### src/rtl/cp_remove.sv
// cp_remove: receive-side cyclic prefix remover with registered output.
// Optional SOF alignment checking is enabled by defining CP_SOF_ALIGN_EN.
module cp_remove #(
  parameter int DATA_W = 32,
  parameter int LEN_W  = 16
) (
  input  logic              clk,
  input  logic              rst,
  input  logic [LEN_W-1:0]  cp_length,
  input  logic [LEN_W-1:0]  frame_length,
  input  logic [DATA_W-1:0] s_data,
  input  logic              s_valid,
  output logic              s_ready,
  input  logic              s_sof,
  output logic [DATA_W-1:0] m_data,
  output logic              m_valid,
  input  logic              m_ready,
  output logic              m_last,
  output logic              cp_flag,
  output logic              error
);

  typedef enum logic [1:0] {
    IDLE    = 2'd0,
    DISCARD = 2'd1,
    PASS    = 2'd2
  } state_t;

  state_t            state_q, state_d;
  logic [LEN_W-1:0]  cnt_q, cnt_d;
  logic [LEN_W-1:0]  cp_q, cp_d;
  logic [LEN_W-1:0]  fl_q, fl_d;
  logic [DATA_W-1:0] m_data_q, m_data_d;
  logic              m_valid_q, m_valid_d;
  logic              m_last_q, m_last_d;
  logic              cp_flag_q, cp_flag_d;
  logic              error_q, error_d;
  logic              start, bad, load_path, acc;

`ifndef CP_SOF_ALIGN_EN
  logic unused_sof;
  assign unused_sof = s_sof;
`endif

  assign m_data  = m_data_q;
  assign m_valid = m_valid_q;
  assign m_last  = m_last_q;
  assign cp_flag = cp_flag_q;
  assign error   = error_q;

  // Next-state, framing counters, output register and handshake.
  always_comb begin
    state_d   = state_q;
    cnt_d     = cnt_q;
    cp_d      = cp_q;
    fl_d      = fl_q;
    m_data_d  = m_data_q;
    m_valid_d = m_valid_q;
    m_last_d  = m_last_q;
    error_d   = error_q;
    start     = 1'b0;
    bad       = 1'b0;

`ifdef CP_SOF_ALIGN_EN
    start = s_sof;
    bad   = (state_q == IDLE) && !s_sof;
`else
    start = (state_q == IDLE);
`endif

    // Only a sample headed for the output register may stall;
    // prefix and dropped samples are always taken.
    if (start)
      load_path = (frame_length != '0) && (cp_length == '0);
    else
      load_path = (state_q == PASS);
    s_ready = !rst && (!load_path || !m_valid_q || m_ready);
    acc     = s_valid && s_ready;

    if (m_valid_q && m_ready) begin
      m_valid_d = 1'b0;
      m_last_d  = 1'b0;
    end

    if (acc) begin
      if (bad) begin
        error_d = 1'b1;
      end else if (start) begin
        cp_d    = cp_length;
        fl_d    = frame_length;
        cnt_d   = '0;
        state_d = IDLE;
`ifdef CP_SOF_ALIGN_EN
        if (state_q != IDLE) error_d = 1'b1;
`endif
        if (frame_length == '0) begin
          error_d = 1'b1;
        end else if (cp_length == '0) begin
          m_data_d  = s_data;
          m_valid_d = 1'b1;
          m_last_d  = (frame_length == LEN_W'(1));
          if (frame_length != LEN_W'(1)) begin
            cnt_d   = LEN_W'(1);
            state_d = PASS;
          end
        end else if (cp_length > LEN_W'(1)) begin
          cnt_d   = LEN_W'(1);
          state_d = DISCARD;
        end else begin
          state_d = PASS;
        end
      end else if (state_q == DISCARD) begin
        if (cnt_q == cp_q - LEN_W'(1)) begin
          cnt_d   = '0;
          state_d = PASS;
        end else begin
          cnt_d = cnt_q + LEN_W'(1);
        end
      end else if (state_q == PASS) begin
        m_data_d  = s_data;
        m_valid_d = 1'b1;
        m_last_d  = (cnt_q == fl_q - LEN_W'(1));
        if (cnt_q == fl_q - LEN_W'(1)) begin
          cnt_d   = '0;
          state_d = IDLE;
        end else begin
          cnt_d = cnt_q + LEN_W'(1);
        end
      end
    end

    cp_flag_d = (state_d == DISCARD);
  end

  // State and output registers.
  always_ff @(posedge clk or posedge rst) begin
    if (rst) begin
      state_q   <= IDLE;
      cnt_q     <= '0;
      cp_q      <= '0;
      fl_q      <= '0;
      m_data_q  <= '0;
      m_valid_q <= 1'b0;
      m_last_q  <= 1'b0;
      cp_flag_q <= 1'b0;
      error_q   <= 1'b0;
    end else begin
      state_q   <= state_d;
      cnt_q     <= cnt_d;
      cp_q      <= cp_d;
      fl_q      <= fl_d;
      m_data_q  <= m_data_d;
      m_valid_q <= m_valid_d;
      m_last_q  <= m_last_d;
      cp_flag_q <= cp_flag_d;
      error_q   <= error_d;
    end
  end

endmodule

### config.mk
export PLATFORM = sky130hd
export DESIGN_NAME = cp_remove
export DESIGN_NICKNAME = d
export VERILOG_FILES = /design/src/rtl/cp_remove.sv
export SDC_FILE = /design/constraint.sdc
export NUM_CORES = 1
export LEC_CHECK = 0
export ABC_AREA = 1
export BUFFER_PORTS_ARGS = -buffer_cell sky130_fd_sc_hd__buf_2
export CAP_MARGIN = 20
export CELL_PAD_IN_SITES_DETAIL_PLACEMENT = 1
export CELL_PAD_IN_SITES_GLOBAL_PLACEMENT = 2
export CORE_AREA = 3 3 155 157
export CTS_BUF_LIST = sky130_fd_sc_hd__clkbuf_8
export CTS_CLUSTER_DIAMETER = 120
export DETAILED_ROUTE_END_ITERATION = 10
export DIE_AREA = 0 0 158 160
export PLACE_DENSITY = 0.75
export SLEW_MARGIN = 40
export SYNTH_ARGS = -nofsm -noshare
export SYNTH_HDL_FRONTEND = slang
export SYNTH_SLANG_ARGS = --single-unit
export TNS_END_PERCENT = 1
### constraint.sdc
create_clock -name clk -period 5.42 [get_ports clk]
set_input_delay 0.813 -clock clk [delete_from_list [all_inputs] [get_ports clk]]
set_output_delay 0.813 -clock clk [all_outputs]
set_load 0.01 [all_outputs]
== Word-level counts from Yosys, hierarchy flattened ==
Index checks and enable logic that the tools add are counted.

* Output and inout port bits: 37
* Word-level logic and storage cells: 81
* Flip-flop bits (word level): 86
* Input port bits: 69

* Muxes and demuxes: 39
* Eq/ne operators: 10
* Reductions and logical operators: 19
* Order comparisons: 1
* Add/sub/neg operators: 3

{| class="wikitable"
|+ Operator list
! kind !! count
|-
| $mux W32 || 5
|-
| $mux W16 || 7
|-
| $eq A16 B16 Y1 || 2
|-
| $logic_not A16 Y1 || 2
|-
| $sub A16 B1 Y16 const B || 2
|-
| $mux W2 || 10
|-
| $mux W1 || 17
|-
| $add A16 B1 Y16 const B || 1
|-
| $eq A16 B1 Y1 const B || 1
|-
| $gt A16 B1 Y1 const B || 1
|-
| $ne A16 B1 Y1 const B || 1
|-
| $reduce_bool A16 Y1 || 1
|-
| $reduce_and A5 Y1 || 1
|-
| $eq A2 B1 Y1 const B || 2
|-
| $logic_and A1 B1 Y1 || 4
|-
| $ne A2 B2 Y1 const B || 2
|-
| $reduce_and A2 Y1 || 2
|-
| $logic_not A1 Y1 || 3
|-
| $reduce_and A3 Y1 || 1
|-
| $reduce_bool A3 Y1 || 1
|-
| $eq A2 B2 Y1 const B || 1
|-
| $logic_not A2 Y1 || 1
|-
| $logic_or A1 B1 Y1 || 2
|-
| $ne A2 B1 Y1 const B || 1
|-
| $reduce_bool A2 Y1 || 1
|}

== Depth between registers and ports, before layout ==
* Word-level depth: 10
* Mapped depth: 17
* Mapped depth without buffers: 16

== Worst setup path after synthesis ==
Ideal clock, no wire load.

* Path kind: in2reg
* Start point: input port rst
* End point: register m_data_q[10] (netlist: m_data[10])
* Stages: 7
* Slack: 1.636 ns
* Setup time: 0.117 ns
* Path buffers: 1
* Data required time: 5.303 ns
* Data arrival time: 3.667 ns
* Cells stage by stage: inv_1 -> nand3_4 -> nor2_4 -> nand2_2 -> buf_2 -> nand2_1 -> nand2_1

* Longest elaborated chain between the ends: 4

{| class="wikitable"
|+ RTL lines
! item !! line !! source
|-
| start: declaration || 8 || <nowiki>input logic rst,</nowiki>
|-
| $logic_not A1 Y1 (no source line) || n/a ||
|-
| $logic_and A1 B1 Y1 || 77 || <nowiki>s_ready = !rst && (!load_path || !m_valid_q || m_ready);</nowiki>
|-
| $logic_and A1 B1 Y1 || 78 || <nowiki>acc = s_valid && s_ready;</nowiki>
|-
| $reduce_and A5 Y1 (no source line) || n/a ||
|-
| end signal: assignment || 152 || <nowiki>m_data_q <= m_data_d;</nowiki>
|-
| end: declaration || 33 || <nowiki>logic [DATA_W-1:0] m_data_q, m_data_d;</nowiki>
|}

Every way passes these cells.
A chain may end at the register's enable or synchronous reset.

== Final worst setup path ==
* Start point: input port cp_length[15]
* End point: output port s_ready

* Longest elaborated chain between the ends: 7

{| class="wikitable"
|+ RTL lines
! item !! line !! source
|-
| start: declaration || 9 || <nowiki>input logic [LEN_W-1:0] cp_length,</nowiki>
|-
| $logic_not A16 Y1 || 74 || <nowiki>load_path = (frame_length != '0) && (cp_length == '0);</nowiki>
|-
| $logic_and A1 B1 Y1 || 74 ||
|-
| $mux W1 || 73 || <nowiki>if (start)</nowiki>
|-
| $logic_not A1 Y1 || 77 ||
|-
| $logic_or A1 B1 Y1 (2 in a row) || 77 ||
|-
| $logic_and A1 B1 Y1 || 77 ||
|-
| end: declaration || 13 || <nowiki>output logic s_ready,</nowiki>
|}

Every way passes these cells.

==> flow_metrics.tcl <==
set metrics [dict create \
    post_cts_buffers 0 \
    grt_pass1_wl_um 30900 \
    fp.dieH_um 160 \
    cts_buffers 9 \
    hold_class "primary input to async pin" \
    grt_pass1_vias 5950 \
    gp_congestion 0.796 \
    slew_violations 0 \
    powerDensity_nw_per_um2 236 \
    synth_edf_count 0 \
    initial_utilization_pct 25.0 \
    dieArea_um2 25300 \
    synth.area.top_cells "dfrtp_1, nand2_1, nand3_1, inv_1, nor2_1" \
    cp.arrival_ns 2.53 \
    grtUsageTotal_pct 15.2 \
    finClkSkew_ns 0.0147 \
    die_x_um 158 \
    grt_overflow 0 \
    ys_seq_area_share_pct 38.0 \
    status "complete, no violations" \
    cts_sinks 86 \
    syn_nets 915 \
    yosys.area.top_type "dfrtp_1" \
    path_clk_slew_ns 0.10 \
    cts_resized 0 \
    ir_drop_v 0.0000990 \
    clkLatencyLatePin_ns 0.40 \
    grt_setup_unrepaired "no" \
    timing.setup.tns_ns 0 \
    drive_gt1_share_pct 16.7 \
    grt_max_degree 36 \
    worstSetupEndpointType "primary output" \
    drc 0 \
    yosysTopAreaCellShare_pct 38.0 \
    seqPwrFrac_pct 47.9 \
    via_count 5543 \
    maxCapViolCount 0 \
    cp.required_ns 4.61 \
    yosysMostFrequentCell "nand2_1" \
    slew_headroom_pct 57.4 \
    syn_avg_cell_area_um2 6.72 \
    antenna_found_initial 2 \
    final-hold-violation-count 0 \
    syn_area_um2 5670 \
    utilization_pct 29.3 \
    p_sw_share_pct 36.3 \
    wl_um 18400 \
    place_hpwl_um 14500 \
    synthFlopType "dfrtp_1" \
    port-buffer-count 104 \
    first_iter_violations 189 \
    leakage_nw 3.49 \
    setup_violations 0 \
    layout.nets 1009 \
    crit_path_start_kind "primary input" \
    period_needed_ns 3.35 \
    path_class "primary input to primary output" \
    yosys.cell_types.count 35 \
    antennaDiodeCount 0 \
    finalCritPeriodShare_pct 61.7 \
    synthArstFlopShare_pct 100 \
    combPwrFrac_pct 21.6 \
    crit_fanout 35 \
    p_int_w 0.000994 \
    core_um2 22600 \
    vias_per_cell 4.52 \
    ys.warnings.count 0 \
    synthTopCellsByCount "nand2_1, nand3_1, dfrtp_1, inv_1, nor2_1" \
    avgRoutedWirePerCell_um 15.0 \
    p_switching_w 0.000568 \
    pin_count 106 \
    fill_cells 2920 \
    tritoncts "done" \
    worst_pin_slew_ns 0.637 \
    syn_to_final_growth_pct 16.9 \
    htreeDepth 3 \
    p_clk_share_pct 30.5 \
    ys_ff_latch 86 \
    clk_path_buf_depth 2 \
    ant_nets 0 \
    root_buffer "clkbuf_8" \
    synth_cells 843 \
    dr.pass1.iters 4 \
    max_freq_ghz 0.299 \
    postCtsHoldBufs 0 \
    num_rows 55 \
]
sequential cells by signal, summed over array words and instances, names as in the netlist, 2 cells and up:
signal,flops
cp_q,16
cnt_q,16
state_q,2
m_data,32
fl_q,16
worst paths after layout:
kind | startpoint | end | slack, ns | depth (start not counted)
max in group asynchronous | rst | cp_q[6] | 3.92 | 4
min in group clk | m_data[18] | m_data[18] | 0.48 | 2
max | cp_length[15] | s_ready | 2.07 | 10
min | rst | m_last | 0.43 | 2
max reg2reg | fl_q[0] | cnt_q[15] | 2.59 | 13
min reg2reg | m_data[18] | m_data[18] | 0.48 | 2
cell type report:
| class | count | area, um^2 | area share (%) |
|---|---|---|---|
| Multi-Input combinational cell | 642 | 3020 | 45.6 |
| Sequential cell | 86 | 2150 | 32.5 |
| Timing Repair Buffer | 109 | 571 | 8.61 |
| Tap cell | 285 | 357 | 5.38 |
| Inverter | 89 | 335 | 5.06 |
| Clock buffer | 9 | 124 | 1.87 |
| Clock inverter | 7 | 66.3 | 1.00 |
layout by cell type, fill, tap and decap left out, drive strengths merged:
cell type / netlist / routed
nand2: 313 / 313
buf: 18 / 109
nand3: 96 / 96
inv: 89 / 94
nor2: 90 / 90
dfrtp: 86 / 86
o21ai: 48 / 48
xor2: 21 / 21
nand4: 17 / 17
nor3: 17 / 17
xnor2: 12 / 12
clkbuf: 8 / 9
or2: 6 / 6
a21oi: 5 / 5
nand3b: 4 / 4
ha: 3 / 3
o21bai: 2 / 2
and2: 2 / 2
clkinv: 0 / 2
nor3b: 1 / 1
a31oi: 1 / 1
a22oi: 1 / 1
a31o: 1 / 1
nor4b: 1 / 1
nor4: 1 / 1
metal layers:
layer	GRT usage, %	part of all wire, %
met1	20.5	48
met2	24.3	45
met3	3.98	5.9
met4	3.64	1.1
met5	0	0.18
critical path: stages:
cell     delay (ns)
buf_2          0.09
inv_1          0.08
nand2_1        0.06
nor3_1         0.13
nand2_1        0.17
nor2_1         0.39
nand2_2        0.14
nand2_4        0.35
a21oi_1        0.13
buf_2          0.17
logic make-up after synthesis:
group	after synthesis	synth area share (%)
and+or+nand+nor	548	42.2
adders and majority gates	3	0.663
DFF	86	38.0
buffers and inverters	115	8.72
xor gates and xnor gates	33	5.10
AOI/OAI and AO/OA	58	5.34
power groups by stage:
stage                     Clock [W]  Combinational (W)  Sequential [W]
final                      0.000477           0.000337        0.000748
after global routing       0.000523           0.000393        0.000756
after CTS                  0.000492           0.000344        0.000751
after detailed placement          0           0.000342        0.000763
after global placement            0           0.000332        0.000763
after floorplan                   0           0.000251        0.000732
through the flow:
step | hold WS, ns | power (W) | instance area, um^2 | std cells | setup slack, ns
6_report | 0.430 | 0.00156 | 6620 | 1227 | 2.07
5_1_grt | 0.479 | 0.00167 | 6620 | 1227 | 1.91
3_5_place_dp | 0.456 | 0.00111 | 6430 | 1211 | 1.73
2_1_floorplan | 0.478 | 0.000983 | 5670 | 843 | 1.64
4_1_cts | 0.442 | 0.00159 | 6620 | 1227 | 2.05
3_3_place_gp | 0.448 | 0.00110 | 6410 | 1210 | 1.72
Note: power is estimated with default switching activity, not from simulation.
